### src/rtl/quad_step_decoder_if.sv
// Signal bundle between the quadrature phase pins/control and the step decoder.
// The master drives phases and control; the slave (the decoder) drives position and status.
interface quad_step_decoder_if #(
    parameter int WIDTH = 4
);
    logic             en;
    logic             clear;
    logic             a_in;
    logic             b_in;
    logic [WIDTH-1:0] count;
    logic             dir;
    logic             step;
    logic             wrap;
    logic             err;

    modport master (
        output en,
        output clear,
        output a_in,
        output b_in,
        input  count,
        input  dir,
        input  step,
        input  wrap,
        input  err
    );

    modport slave (
        input  en,
        input  clear,
        input  a_in,
        input  b_in,
        output count,
        output dir,
        output step,
        output wrap,
        output err
    );
endinterface

### src/rtl/quad_step_decoder.sv
// Quadrature (Gray-coded A/B) step decoder: synchronises the phases, decodes legal
// transitions into up/down steps on a wrap-around count, and latches illegal jumps.
module quad_step_decoder #(
    parameter int WIDTH       = 4,
    parameter int SYNC_STAGES = 2   // must be 2 or more
) (
    input  logic               clk,
    input  logic               reset,
    quad_step_decoder_if.slave bus
);

    localparam int                PW        = $clog2(SYNC_STAGES + 2);
    localparam logic [PW-1:0]     PRIME_MAX = PW'(SYNC_STAGES + 1);
    localparam logic [PW-1:0]     PRIME_ONE = PW'(1);
    localparam logic [WIDTH-1:0]  COUNT_ONE = WIDTH'(1);
    localparam logic [WIDTH-1:0]  COUNT_MAX = {WIDTH{1'b1}};

    typedef enum logic [1:0] {
        MOVE_NONE    = 2'd0,
        MOVE_UP      = 2'd1,
        MOVE_DOWN    = 2'd2,
        MOVE_ILLEGAL = 2'd3
    } move_e;

    // Gray-code transition table: one-bit changes are steps, two-bit changes are illegal.
    function automatic move_e decode_move(input logic [1:0] prev, input logic [1:0] cur);
        move_e m;
        m = MOVE_NONE;
        case ({prev, cur})
            4'b0001, 4'b0111, 4'b1110, 4'b1000: m = MOVE_UP;
            4'b0010, 4'b1011, 4'b1101, 4'b0100: m = MOVE_DOWN;
            4'b0011, 4'b1100, 4'b0110, 4'b1001: m = MOVE_ILLEGAL;
            default:                            m = MOVE_NONE;
        endcase
        return m;
    endfunction

    logic [SYNC_STAGES-1:0] a_sync_q;
    logic [SYNC_STAGES-1:0] b_sync_q;
    logic [1:0]             prev_q;
    logic [PW-1:0]          prime_q;
    logic [PW-1:0]          prime_d;
    logic [WIDTH-1:0]       count_q;
    logic [WIDTH-1:0]       count_d;
    logic                   dir_q;
    logic                   dir_d;
    logic                   step_q;
    logic                   step_d;
    logic                   wrap_q;
    logic                   wrap_d;
    logic                   err_q;
    logic                   err_d;

    logic [1:0]             cur_s;
    logic                   primed_s;
    move_e                  move_s;

    assign cur_s    = {a_sync_q[SYNC_STAGES-1], b_sync_q[SYNC_STAGES-1]};
    assign primed_s = (prime_q == PRIME_MAX);
    assign move_s   = decode_move(prev_q, cur_s);

    // Next-state for position, direction, pulses and the sticky error flag.
    always_comb begin
        count_d = count_q;
        dir_d   = dir_q;
        step_d  = 1'b0;
        wrap_d  = 1'b0;
        err_d   = err_q;
        prime_d = primed_s ? prime_q : (prime_q + PRIME_ONE);
        if (bus.clear) begin
            // clear wins over any step or illegal transition decoded this cycle
            count_d = '0;
            err_d   = 1'b0;
        end else if (bus.en && primed_s) begin
            case (move_s)
                MOVE_UP: begin
                    count_d = count_q + COUNT_ONE;
                    dir_d   = 1'b0;
                    step_d  = 1'b1;
                    wrap_d  = (count_q == COUNT_MAX);
                end
                MOVE_DOWN: begin
                    count_d = count_q - COUNT_ONE;
                    dir_d   = 1'b1;
                    step_d  = 1'b1;
                    wrap_d  = (count_q == '0);
                end
                MOVE_ILLEGAL: begin
                    err_d = 1'b1;
                end
                default: begin
                    count_d = count_q;
                end
            endcase
        end else begin
            count_d = count_q;
        end
    end

    // State registers; prev tracks cur every cycle so nothing is replayed after en returns.
    always_ff @(posedge clk or negedge reset) begin
        if (!reset) begin
            a_sync_q <= '0;
            b_sync_q <= '0;
            prev_q   <= 2'b00;
            prime_q  <= '0;
            count_q  <= '0;
            dir_q    <= 1'b0;
            step_q   <= 1'b0;
            wrap_q   <= 1'b0;
            err_q    <= 1'b0;
        end else begin
            a_sync_q <= {a_sync_q[SYNC_STAGES-2:0], bus.a_in};
            b_sync_q <= {b_sync_q[SYNC_STAGES-2:0], bus.b_in};
            prev_q   <= cur_s;
            prime_q  <= prime_d;
            count_q  <= count_d;
            dir_q    <= dir_d;
            step_q   <= step_d;
            wrap_q   <= wrap_d;
            err_q    <= err_d;
        end
    end

    assign bus.count = count_q;
    assign bus.dir   = dir_q;
    assign bus.step  = step_q;
    assign bus.wrap  = wrap_q;
    assign bus.err   = err_q;

endmodule
### src/flat_wrapper.sv
// flat-port wrapper written by rule: the top's interface ports become plain ports
module quad_step_decoder_flat 
#(
    parameter int WIDTH       = 4,
    parameter int SYNC_STAGES = 2                       
)
  (clk, reset, bus_en, bus_clear, bus_a_in, bus_b_in, bus_count, bus_dir, bus_step, bus_wrap, bus_err);
  quad_step_decoder_if #(.WIDTH(WIDTH)) bus_i ();
  input  logic clk;
  input  logic reset;
  input wire logic [$bits(bus_i.en)-1:0] bus_en;
  input wire logic [$bits(bus_i.clear)-1:0] bus_clear;
  input wire logic [$bits(bus_i.a_in)-1:0] bus_a_in;
  input wire logic [$bits(bus_i.b_in)-1:0] bus_b_in;
  output wire logic [$bits(bus_i.count)-1:0] bus_count;
  output wire logic [$bits(bus_i.dir)-1:0] bus_dir;
  output wire logic [$bits(bus_i.step)-1:0] bus_step;
  output wire logic [$bits(bus_i.wrap)-1:0] bus_wrap;
  output wire logic [$bits(bus_i.err)-1:0] bus_err;
  assign bus_i.en = bus_en;
  assign bus_i.clear = bus_clear;
  assign bus_i.a_in = bus_a_in;
  assign bus_i.b_in = bus_b_in;
  assign bus_count = bus_i.count;
  assign bus_dir = bus_i.dir;
  assign bus_step = bus_i.step;
  assign bus_wrap = bus_i.wrap;
  assign bus_err = bus_i.err;
  quad_step_decoder #(.WIDTH(WIDTH), .SYNC_STAGES(SYNC_STAGES)) u_core (.clk(clk), .reset(reset), .bus(bus_i));
endmodule
### config.mk
export PLATFORM = sky130hd
export DESIGN_NAME = quad_step_decoder_flat
export DESIGN_NICKNAME = d
export VERILOG_FILES = /design/src/rtl/quad_step_decoder_if.sv /design/src/rtl/quad_step_decoder.sv /design/src/flat_wrapper.sv
export SDC_FILE = /design/constraint.sdc
export NUM_CORES = 1
export LEC_CHECK = 0
export CAP_MARGIN = 20
export CORE_UTILIZATION = 53
export DETAILED_ROUTE_END_ITERATION = 7
export PLACE_DENSITY = 0.8
export SLEW_MARGIN = 30
export SYNTH_ARGS = -nofsm -noshare
export SYNTH_HDL_FRONTEND = slang
export SYNTH_SLANG_ARGS = --single-unit
### constraint.sdc
create_clock -name clk -period 6.35 [get_ports clk]
set_input_delay 0.9525 -clock clk [delete_from_list [all_inputs] [get_ports clk]]
set_output_delay 0.9525 -clock clk [all_outputs]
set_load 0.01 [all_outputs]
==> impl_metrics.py <==
metrics = {
    "outcome": {
        "status": "completed",
    },
    "routing": {
        "vias_per_cell": 5.42,
        "ant_nets": 0,
        "dr.pass1.iters": 4,
        "vias": 520,
        "wire_per_inst_um": 12.5,
        "drc": 0,
        "drt-total-wl_mm": 1.20,
        "drt_iter0_drc": 7,
    },
    "clock_tree": {
        "cts_sinks": 16,
        "cts_made_buffers": 3,
        "htree_levels": 1,
        "cts.clk_slew.worst_paths_ns": 0.09,
        "cts_setup_buffers": 0,
        "cts_root_buf": "clkbuf_4",
        "ctsResizeCount": 0,
        "cts_tree": "built",
        "clk_latency_ns": 0.28,
        "clock_path_buffers": 2,
        "ctsHoldBuffers": 0,
    },
    "logic_synthesis": {
        "synth_most_common_cell": "dfrtp_1",
        "synth_area_um2": 785,
        "synth_top_flop_cell": "dfrtp_1",
        "muxShareOfSynthArea_pct": 8.61,
        "synth_cell_type_count": 26,
        "netlist_instances": 64,
        "synthArstFlopShare_pct": 100,
        "yosys.area.top_type_share_pct": 51.0,
        "synth-xor-area-share_pct": 4.47,
        "synth_top_area_cell": "dfrtp_1",
        "seq_area_frac_synth_pct": 51.0,
        "ys_warn_count": 0,
        "ys_top_cells_by_count": "dfrtp_1 (16), ha_1 (7), nor2_1 (6), nand2_1 (4), mux2i_1 (3)",
        "syn-num-nets": 77,
        "synthAdderAreaFrac_pct": 11.2,
        "synth_seq_cells": 16,
        "synth-edff-count": 0,
        "synthSimpleGateAreaFrac_pct": 10.0,
        "synth_top_family_by_area": "compound AO/OA/AOI/OAI gates",
        "synth_compound_area_share_pct": 13.7,
        "netlist_top_cells_area": "dfrtp_1 (51%), ha_1 (11%), mux2i_1 (3.8%), a211oi_2 (3.2%), mux2_2 (2.9%)",
        "synth_area_per_cell_um2": 12.3,
    },
    "hold_path": {
        "min-delay-path-class": "reg -> reg",
    },
    "placement": {
        "gp_congestion": 0.757,
        "port_buffers": 13,
        "place_hpwl_um": 890,
    },
    "sta": {
        "hold_slack_ns": 0.359,
        "tns_ns": 0,
        "rsz0062_at_grt": "false",
        "final_hold_viol_count": 0,
        "setup_violations": 0,
        "maxSlewViolCount": 0,
        "worst-slew-pin-transition_ns": 0.691,
        "fin_skew_ns": 0.00388,
        "final.min_clock_period_ns": 2.54,
        "fmax_mhz": 394,
        "post-route-period-util_pct": 40.0,
        "max-slew-margin-rel_pct": 53.8,
    },
    "global_routing": {
        "grt_pass1_vias": 439,
        "grt_max_degree": 17,
        "antenna_found_initial": 0,
        "grt_pass1_wl_mm": 1.97,
        "overflow": 0,
        "grt_use_total_pct": 19.0,
    },
    "pwr": {
        "p_per_area_nw_per_um2": 233,
        "power.total_w": 0.000226,
        "vdd_drop_max_mv": 0.141,
        "p_leak_nw": 0.459,
    },
    "worst_setup_path": {
        "crit_path_max_fanout": 6,
        "start_kind": "register",
        "critPathMaxStageDelay_ns": 0.44,
        "critical-path-slowest-cell": "dfrtp_1",
        "worstPathRequired_ns": 6.52,
        "cp-end-kind": "register",
        "crit_arrival_ns": 2.71,
        "worstPathCellList": "mux2i_1, o21ai_0, ha_1, ha_1, a31o_1, a211oi_2, mux2_4",
        "cp_common_cell": "ha_1",
        "critPathKind": "reg -> reg",
    },
    "die": {
        "rows": 13,
        "start_util_pct": 58.8,
        "core_um2": 1330,
        "die-area_um2": 1640,
        "pin_count": 14,
        "fp.dieW_um": 40.5,
        "fp.dieH_um": 40.5,
    },
    "cells_and_area": {
        "nets": 95,
        "syn_to_final_growth_pct": 23.6,
        "regArea_um2": 400,
        "diodes": 0,
        "multiInputGateArea_um2": 377,
        "fill_cells": 89,
        "drive_gt1_share_pct": 14.8,
    },
    "flow_run": {
        "cap_violations": 0,
    },
}
-- where the power goes --
part	internal, W	switching (W)
combinational	0.0000244	0.0000207
sequential	0.000109	0.00000685
clock	0.0000348	0.0000305
-- kinds of logic after synthesis --
group / count (synthesis)
xor gates and xnor gates: 4
adders and majority gates: 7
buffers and inverters: 2
AOI/OAI and AO/OA: 13
DFF: 16
muxes: 6
and+or+nand+nor: 16
-- routing by layer --
layer  global-route usage [%]  vias to the layer above  part of all wire, %
met3                     5.00                        2                  3.2
met1                     27.4                      247                   52
met2                     25.8                       10                   44
li1                         -                      261                    -
met5                        0                        -                    0
met4                     10.0                        0                 0.83
-- placed cells by master, fill, tap and decap left out, types with 2 or more instances in the layout --
cell type,synthesis,routed
nand2_1,4,4
clkdlybuf4s50_1,0,13
nor2b_1,2,2
xnor2_1,2,2
dfrtp_1,16,16
mux2_2,2,2
nor2_1,6,6
mux2i_1,3,3
xor2_1,2,2
ha_1,7,7
inv_1,2,2
a211oi_2,2,2
o21ai_0,2,2
clkbuf_4,0,3
-- critical path: cells and delay by family, from the launching register on --
| family | cells | cell delay, ns |
|---|---|---|
| compound gates | 3 | 0.85 |
| fa+ha+maj | 2 | 0.70 |
| flops | 1 | 0.44 |
| mux | 2 | 0.44 |
-- registers in the layout (all words and copies together), names as in the netlist --
| signal | count |
|---|---|
| u_core.a_sync_q | 2 |
| u_core.b_sync_q | 2 |
| u_core.bus.count | 4 |
| u_core.bus.dir | 1 |
| u_core.bus.err | 1 |
| u_core.bus.step | 1 |
| u_core.bus.wrap | 1 |
| u_core.prev_q | 2 |
| u_core.prime_q | 2 |
-- final timing paths --
| check | startpoint | end | slack (ns) | cells past startpoint |
|---|---|---|---|---|
| setup / recovery | u_core.prev_q[1] | u_core.bus.count[3] | 3.81 | 7 |
| hold / removal | u_core.a_sync_q[0] | u_core.a_sync_q[1] | 0.36 | 0 |
| setup reg to reg | u_core.prev_q[1] | u_core.bus.count[3] | 3.81 | 7 |
| hold reg to reg | u_core.a_sync_q[0] | u_core.a_sync_q[1] | 0.36 | 0 |
| max in group asynchronous | reset | u_core.prev_q[1] | 4.83 | 1 |
| min in group asynchronous | reset | u_core.bus.count[2] | 1.08 | 1 |
-- stage by stage --
stage,cell area (µm²),utilization [%],instances,setup slack [ns]
floorplan,785,-,64,4.01
global placement,933,70.0,92,3.90
detailed placement,933,70.0,92,3.83
CTS,970,72.7,96,3.83
global route,970,72.7,96,3.59
finish,970,72.7,96,3.81
-- area by class of cell --
| class | instances | area share (%) |
|---|---|---|
| well taps | 15 | 1.94 |
| flip-flops and latches | 16 | 41.3 |
| multi-input cells | 46 | 38.8 |
| clock buffers | 4 | 3.74 |
| inverters | 2 | 0.774 |
| repair buffers | 13 | 13.4 |
Note: power is estimated with default switching activity, not from simulation.
